[src/rtl/mux_arb_pkg.sv]
// Shared definitions for the arbitrating N-to-1 mux: arbitration mode
// encoding and a clog2 helper that never returns zero, so a channel index
// port is always at least one bit wide.
package mux_arb_pkg;

  typedef enum logic {
    ARB_FIXED = 1'b0,
    ARB_RR    = 1'b1
  } arb_mode_e;

  // Bits needed to hold a channel index; at least 1 even for tiny counts.
  function automatic int clog2_min1(input int n);
    int r;
    r = $clog2(n);
    if (r < 1) r = 1;
    return r;
  endfunction

endpackage

[src/rtl/arb_rr_nto1.sv]
// N-input arbiter: fixed priority (lowest index wins) or round-robin with a
// rotating start pointer. Grant is combinational from req and the pointer;
// the pointer advances past the winner only when the caller signals that
// the grant was actually taken (en).
module arb_rr_nto1
  import mux_arb_pkg::*;
#(
  parameter int NUM_CH  = 4,
  parameter int RR_MODE = 1,
  localparam int CH_BITS = clog2_min1(NUM_CH)
) (
  input  logic               clk,
  input  logic               reset,
  input  logic [NUM_CH-1:0]  req,
  input  logic               en,
  output logic [NUM_CH-1:0]  grant,
  output logic [CH_BITS-1:0] grant_idx
);

  localparam arb_mode_e MODE = (RR_MODE != 0) ? ARB_RR : ARB_FIXED;

  logic [CH_BITS-1:0] ptr_q;
  logic [CH_BITS-1:0] ptr_d;

  // Search from the start index upward with wrap; first requester wins.
  always_comb begin
    int  start;
    int  idx;
    logic found;
    grant     = '0;
    grant_idx = '0;
    found     = 1'b0;
    start     = (MODE == ARB_RR) ? int'(ptr_q) : 0;
    idx       = 0;
    for (int k = 0; k < NUM_CH; k++) begin
      idx = start + k;
      if (idx >= NUM_CH) idx = idx - NUM_CH;
      if (!found && req[idx]) begin
        found      = 1'b1;
        grant[idx] = 1'b1;
        grant_idx  = CH_BITS'(idx);
      end
    end
  end

  // Next pointer: one past the channel just served; fixed mode pins it at 0.
  always_comb begin
    int nxt;
    ptr_d = ptr_q;
    nxt   = 0;
    if (MODE == ARB_FIXED) begin
      ptr_d = '0;
    end else if (en) begin
      nxt = int'(grant_idx) + 1;
      if (nxt >= NUM_CH) nxt = 0;
      ptr_d = CH_BITS'(nxt);
    end
  end

  // Pointer register, cleared asynchronously.
  always_ff @(posedge clk or negedge reset) begin
    if (!reset) begin
      ptr_q <= '0;
    end else begin
      ptr_q <= ptr_d;
    end
  end

endmodule

[src/rtl/mux_rr_arb_nto1.sv]
// NUM_CH-to-1 arbitrating mux with valid/ready on every port. The arbiter
// picks one requesting channel; its message lands in a single output
// register. The register accepts a new message whenever it is empty or
// being drained this cycle, giving one message per cycle at full rate.
module mux_rr_arb_nto1
  import mux_arb_pkg::*;
#(
  parameter int WIDTH   = 8,
  parameter int NUM_CH  = 4,
  parameter int RR_MODE = 1,
  localparam int CH_BITS = clog2_min1(NUM_CH)
) (
  input  logic                     clk,
  input  logic                     reset,
  input  logic [NUM_CH-1:0]        in_val,
  output logic [NUM_CH-1:0]        in_rdy,
  input  logic [NUM_CH*WIDTH-1:0]  in_msg,
  output logic                     out_val,
  input  logic                     out_rdy,
  output logic [WIDTH-1:0]         out_msg,
  output logic [CH_BITS-1:0]       out_ch
);

  logic               out_val_q, out_val_d;
  logic [WIDTH-1:0]   out_msg_q, out_msg_d;
  logic [CH_BITS-1:0] out_ch_q,  out_ch_d;

  logic [NUM_CH-1:0]  grant;
  logic [CH_BITS-1:0] grant_idx;
  logic               accept;
  logic               in_xfer;
  logic [WIDTH-1:0]   sel_msg;
  logic [WIDTH-1:0]   masked_msg [NUM_CH];

  arb_rr_nto1 #(
    .NUM_CH  (NUM_CH),
    .RR_MODE (RR_MODE)
  ) u_arb (
    .clk       (clk),
    .reset     (reset),
    .req       (in_val),
    .en        (in_xfer),
    .grant     (grant),
    .grant_idx (grant_idx)
  );

  // Ready depends only on valids, the register state and out_rdy -- never
  // on message data -- and is forced low while reset is held.
  assign accept  = !out_val_q || out_rdy;
  assign in_rdy  = (accept && reset) ? grant : '0;
  assign in_xfer = |in_rdy;

  // One-hot AND-OR data select: each channel contributes only when granted.
  for (genvar gi = 0; gi < NUM_CH; gi++) begin : g_mask
    assign masked_msg[gi] = grant[gi] ? in_msg[gi*WIDTH +: WIDTH] : '0;
  end

  // OR together the masked channels to form the selected message.
  always_comb begin
    sel_msg = '0;
    for (int k = 0; k < NUM_CH; k++) begin
      sel_msg = sel_msg | masked_msg[k];
    end
  end

  // Output register next state: load on input transfer, clear valid on a
  // pure drain, otherwise hold (data and channel keep their last values).
  always_comb begin
    out_val_d = out_val_q;
    out_msg_d = out_msg_q;
    out_ch_d  = out_ch_q;
    if (in_xfer) begin
      out_val_d = 1'b1;
      out_msg_d = sel_msg;
      out_ch_d  = grant_idx;
    end else if (out_val_q && out_rdy) begin
      out_val_d = 1'b0;
    end
  end

  // Output pipeline register; a message held at reset is discarded.
  always_ff @(posedge clk or negedge reset) begin
    if (!reset) begin
      out_val_q <= 1'b0;
      out_msg_q <= '0;
      out_ch_q  <= '0;
    end else begin
      out_val_q <= out_val_d;
      out_msg_q <= out_msg_d;
      out_ch_q  <= out_ch_d;
    end
  end

  assign out_val = out_val_q;
  assign out_msg = out_msg_q;
  assign out_ch  = out_ch_q;

endmodule

[config.mk]
export PLATFORM = sky130hd
export DESIGN_NAME = mux_rr_arb_nto1
export DESIGN_NICKNAME = d
export VERILOG_FILES = /design/src/rtl/mux_arb_pkg.sv /design/src/rtl/arb_rr_nto1.sv /design/src/rtl/mux_rr_arb_nto1.sv
export SDC_FILE = /design/constraint.sdc
export NUM_CORES = 1
export LEC_CHECK = 0
export BUFFER_PORTS_ARGS = -buffer_cell sky130_fd_sc_hd__buf_4
export CAP_MARGIN = 5
export CORE_AREA = 2 2 66 68
export CTS_BUF_LIST = sky130_fd_sc_hd__clkbuf_8
export CTS_CLUSTER_DIAMETER = 40
export DETAILED_ROUTE_END_ITERATION = 6
export DIE_AREA = 0 0 68 70
export PLACE_DENSITY = 0.64
export SYNTH_ARGS = -nofsm -noshare
export SYNTH_HDL_FRONTEND = slang
export SYNTH_SLANG_ARGS = --single-unit
[constraint.sdc]
create_clock -name clk -period 7.5 [get_ports clk]
set_input_delay 1.5 -clock clk [delete_from_list [all_inputs] [get_ports clk]]
set_output_delay 1.5 -clock clk [all_outputs]
set_load 0.01 [all_outputs]
== After elaboration in Yosys (flattened, before gate mapping) ==
Cells that the tools add are included.
Storage, ports and cells
  register bits: 13
  bits of input ports: 39
Cells by class
  add/sub/neg operators: 8
  magnitude comparators: 13
  mux-type cells: 43
  reductions and logical operators: 16
  bitwise gates (word level): 6
Operators by type and width (count)
  greater-or-equal comparator 32 x 1 -> 1 bit, second input constant: 4
  less-than comparator 32 x 4 -> 1 bit, second input constant: 4
  two-way mux 32 bit: 4
  greater-or-equal comparator 32 x 4 -> 1 bit, second input constant: 3
  subtractor 32 x 4 -> 32 bit, second input constant: 3
  two-way mux 8 bit: 4
  bitwise OR 8 bit: 3
  two-way mux 4 bit: 5
  two-way mux 1 bit: 17
  bitwise OR 4 bit: 3
  two-way mux 2 bit: 5
  logical AND 1 bit: 9
  binary-select mux 1 bit (select 2 bit): 4
  demux 1 bit (select 2 bit): 4
  adder 2 x 1 -> 3 bit, second input constant: 2
  adder 2 x 2 -> 3 bit, second input constant: 2
  zero test 1 bit: 4
  OR reduction 4 bit: 1
  subtractor 2 x 3 -> 4 bit, second input constant: 1
  greater-or-equal comparator 2 x 3 -> 1 bit, second input constant: 1
  greater-or-equal comparator 3 bit, second input constant: 1
  nonzero test 2 bit: 1
  logical OR 1 bit: 1

== Longest topological paths before layout ==
  depth after elaboration: 19
  mapped depth: 13

== Cells and area by module ==
A second synthesis with hierarchy kept.
Second synthesis, totals
  cell total of the unflattened synthesis: 137
  area, all modules: 1325.0 µm²
Modules (own cells, without submodules)
  mux_rr_arb_nto1: instances 1, sequential area each 275.3 µm², area an instance 674.4 µm², cells an instance 59
  arb_rr_nto1: instances 1, sequential area each 50.0 µm², area an instance 650.6 µm², cells an instance 78

== Worst setup path before layout ==
Ideal clock, no wire load.
  path kind: input to output
  start point: input port in_val[1]
  end point: output port in_rdy[2]
  cell stages on the path: 5
  arrival: 3.090 ns
  path buffers: 1
  slack: 2.910 ns
  cells stage by stage: buf_2 > or3b_2 > a2111oi_4 > o21ai_1 > o221ai_1
On the way
  cells in the longest elaborated chain, start to end: 14
  elaborated cells on any way between the ends: 29
Ends and longest elaborated chain
  from (decl): line mux_rr_arb_nto1.sv:15  | input logic [NUM_CH-1:0] in_val,
  binary-select mux 1 bit (select 2 bit): line arb_rr_nto1.sv:38  | if (!found && req[idx]) begin
  two-way mux 1 bit (not written as such) (2 in a row): line arb_rr_nto1.sv:38
  two-way mux 1 bit: line arb_rr_nto1.sv:38
  zero test 1 bit: line arb_rr_nto1.sv:38
  logical AND 1 bit: line arb_rr_nto1.sv:38
  two-way mux 1 bit: line arb_rr_nto1.sv:38
  zero test 1 bit: line arb_rr_nto1.sv:38
  logical AND 1 bit: line arb_rr_nto1.sv:38
  two-way mux 1 bit: line arb_rr_nto1.sv:38
  zero test 1 bit: line arb_rr_nto1.sv:38
  logical AND 1 bit: line arb_rr_nto1.sv:38
  two-way mux 4 bit (*): line arb_rr_nto1.sv:38
  two-way mux 4 bit (*): line mux_rr_arb_nto1.sv:50  | assign in_rdy = (accept && reset) ? grant : '0;
  to (decl): line mux_rr_arb_nto1.sv:16  | output logic [NUM_CH-1:0] in_rdy,
Mark *: on every way between the ends. The rest lies on a longest branch, timed or not. The select of a mux whose other input is x is not followed.

== Worst setup path after layout ==
  start point: register u_arb.ptr_q[0]
  end point: output port in_rdy[0]
On the way
  cells in the longest elaborated chain, start to end: 16
  elaborated cells on any way between the ends: 64
Ends and longest elaborated chain
  from (decl): line arb_rr_nto1.sv:22  | logic [CH_BITS-1:0] ptr_q;
  from (signal assigned): line arb_rr_nto1.sv:65  | ptr_q <= ptr_d;
  parallel branches: the longest is 14 deep, another holds subtractor 32 x 4 -> 32 bit
  two-way mux 4 bit (*): line arb_rr_nto1.sv:38
  two-way mux 4 bit (*): line mux_rr_arb_nto1.sv:50
Every way passes the cells marked *. The select of a mux whose other input is x is not followed.

==> flow_summary_export.csv <==
group,metric,value,unit
outcome,status,"finished, final reports clean",
sta,relSlewSlack,0.263,
cells_and_area,ff_latch_area,325,µm²
placed_design,routabilityCongestion,0.840,
detailed_routing,drc,0,
logic_synthesis,syn_area,1430,µm²
sta,rsz0062_at_grt,"false",
detailed_routing,drtIter0Drc,146,
placed_design,io_buffers,53,
sta,fin_setup_tns,0,ns
critical_path,path_class,"flop to output pin",
power,total_power,0.000770,W
logic_synthesis,synth_fp_nets,197,
cells_and_area,nets,244,
cts,htreeDepth,1,
grt,grt_start_max_net_pins,19,
critical_path,crit_arrival,3.37,ns
logic_synthesis,yosys.area.top_type_share,0.227,
cells_and_area,multi_input_area,972,µm²
hold_path,hp-class,"flop to flop",
detailed_routing,vias,1384,
floorplanning,die_h,70,µm
logic_synthesis,syn_inst,153,
grt,grt_pass1_wl,6330,µm
sta,slew_viol_final,0,
cts,clk_latency,0.24,ns
logic_synthesis,ys_ff_latch,13,
critical_path,cpPeakStageDelay,0.69,ns
detailed_routing,via_per_inst,5.51,
power,vdd_drop_max,171,µV
logic_synthesis,synth.area.top_cells,"dfrtp_1 (23%), a21boi_0 (13%), mux2i_1 (6.3%)",
cts,cts_buffer_depth,2,
cts,cts_tree,"done",
floorplanning,start_util,0.345,
sta,finalHoldViolations,0,
cells_and_area,fillers,418,
critical_path,cp_cell_sequence,"inv_1, ha_1, mux4_2, nor3b_1, nand3_1, o211ai_1, buf_4",
grt,antenna_found_initial,0,
sta,finalClockSkew,0.00328,ns
critical_path,reg2reg_depth,8,
cells_and_area,postLayoutCellArea,1870,µm²
cells_and_area,utilization,0.450,
floorplanning,coreArea,4140,µm²
cts,numCtsBuffers,3,
logic_synthesis,syn_avg_cell_area,9.36,µm²
job,cap_violations,0,
floorplanning,dieArea,4760,µm²
logic_synthesis,async_flop_share,1.00,
critical_path,cp_slowest_cell,"dfrtp_1",
placed_design,dp_hpwl,3000,µm
critical_path,worst_setup_path_start_kind,"flop",
cts,cts.sinks,13,
floorplanning,io_pins,54,
cts,root_buffer,"clkbuf_8",
grt,grt_pass1_vias,1326,
hold_path,hold_depth,1,
critical_path,cp_max_fo,18,
sta,fin_crit_sh,0.649,
cells_and_area,antenna_cells,0,
cts,cts_setup_buffers,0,
cts,cts_hold_buf,0,
placed_design,dpl_cell_area,1820,µm²
power,powerDensity,413,nW/µm²
grt,overflow,0,
sta,max_slew.worst_pin.slew,1.10,ns
critical_path,r2r_setup_slack,3.39,ns
detailed_routing,wirelength,3870,µm
logic_synthesis,yosys_warnings,0,
critical_path,crit_family,"simple AND/OR/NAND/NOR gates",
logic_synthesis,synth_edf_count,0,
power,leakagePower,0.801,nW
logic_synthesis,yosys.area.top_type,"dfrtp_1",
cells_and_area,area_growth,30.3,%
logic_synthesis,ys_types,41,
sta,setup_viol,0,
detailed_routing,wl_per_cell,15.4,µm
sta,post-route-min-period,4.87,ns
critical_path,path_buf_inv,2,
cells_and_area,final_layout_size_suffix_gt1_frac,0.367,
logic_synthesis,ys_top_cells_by_count,"a21boi_0 (24), inv_1 (16), dfrtp_1 (13)",
floorplanning,row_count,24,
cts,ctsResizeCount,0,
floorplanning,die-width,68,µm
logic_synthesis,synth-seq-area-share,0.227,
critical_path,crit_cells,7,
detailed_routing,drt_pre_antenna_iters,4,
cts,cts.clk_slew.worst_paths,0.05,ns
sta,fmax,0.205,GHz
critical_path,crit_required,6.00,ns
detailed_routing,drtAntennaViolNets,0,
grt,grt_usage,0.172,
critical_path,end_kind,"output pin",
logic_synthesis,synthFlopType,"dfrtp_1",
logic_synthesis,yosysMostFrequentCell,"a21boi_0",
sta,whs,0.517,ns
-- final timing paths --
| check | startpoint | to |
|---|---|---|
| max | u_arb.ptr_q[0]$_DFFE_PN0P_ | in_rdy[0] |
| min | out_ch[1]$_DFFE_PN0P_ | out_ch[1]$_DFFE_PN0P_ |
| max reg2reg | u_arb.ptr_q[0]$_DFFE_PN0P_ | u_arb.ptr_q[1]$_DFFE_PN0P_ |
| min reg2reg | out_ch[1]$_DFFE_PN0P_ | out_ch[1]$_DFFE_PN0P_ |
| max in group asynchronous | reset | out_msg[4]$_DFFE_PN0P_ |
| min in group asynchronous | reset | out_msg[0]$_DFFE_PN0P_ |
-- power by group --
group          internal, W  switching, W
Combinational     0.000263      0.000298
Sequential        0.000110     0.0000381
Clock            0.0000360     0.0000238
-- state kept, by name (all words and copies together), names as in the netlist --
| name | count |
|---|---|
| out_msg | 8 |
| out_ch | 2 |
| u_arb.ptr_q | 2 |
| out_val | 1 |
-- logic make-up after synthesis --
logic type	share of synthesized area
buffers and inverters	0.0935
muxes	0.160
adders and majority gates	0.0437
and+or+nand+nor	0.125
DFF	0.227
AOI/OAI and AO/OA	0.351
-- layout by cell type, fill, tap and decap left out, drive strengths merged, types with 2 or more instances in the layout --
master	netlist	final
mux4	3	3
o211ai	2	2
nand3b	2	2
dfrtp	13	13
nor2	3	3
o21ai	8	8
inv	16	17
clkbuf	1	3
mux2i	9	9
nand2	2	2
a21oi	3	3
buf	10	53
or3b	3	3
a21boi	24	24
nor3b	2	2
a2111oi	10	10
o221ai	4	4
nand2b	2	2
a221oi	2	2
a31oi	3	3
and2	7	7
nand3	5	5
ha	5	5
mux2	6	6
-- cell type report --
class                           instances  share of cell area
Multi-Input combinational cell        113               0.521
Timing Repair Buffer                   53               0.213
Sequential cell                        13               0.174
Tap cell                               52              0.0349
Inverter                               16              0.0322
Clock buffer                            3              0.0221
Clock inverter                          1             0.00201
-- metal layers --
| layer | track usage | part of all wire | up-vias |
|---|---|---|---|
| met5 | 0 | 0 | - |
| met4 | 0.0378 | 0.0041 | 0 |
| met3 | 0.0274 | 0.054 | 2 |
| met2 | 0.278 | 0.50 | 48 |
| met1 | 0.238 | 0.44 | 661 |
| li1 | - | - | 673 |
-- worst register-to-register path: stages (launching register included) --
cell,delay [ns]
dfrtp_1,0.69
inv_1,0.16
ha_1,0.51
mux4_2,0.65
nor3b_1,0.69
nand3_1,0.15
o211ai_1,0.13
or4_1,0.61
mux2_2,0.41
-- metrics by stage --
stage / std cells / worst slack [ns]
CTS: 251 / 2.62
detailed placement: 247 / 2.66
finish: 251 / 2.63
floorplan: 153 / 2.91
global route: 251 / 2.33
global placement: 247 / 2.74
Note: power is estimated with default switching activity, not from simulation.
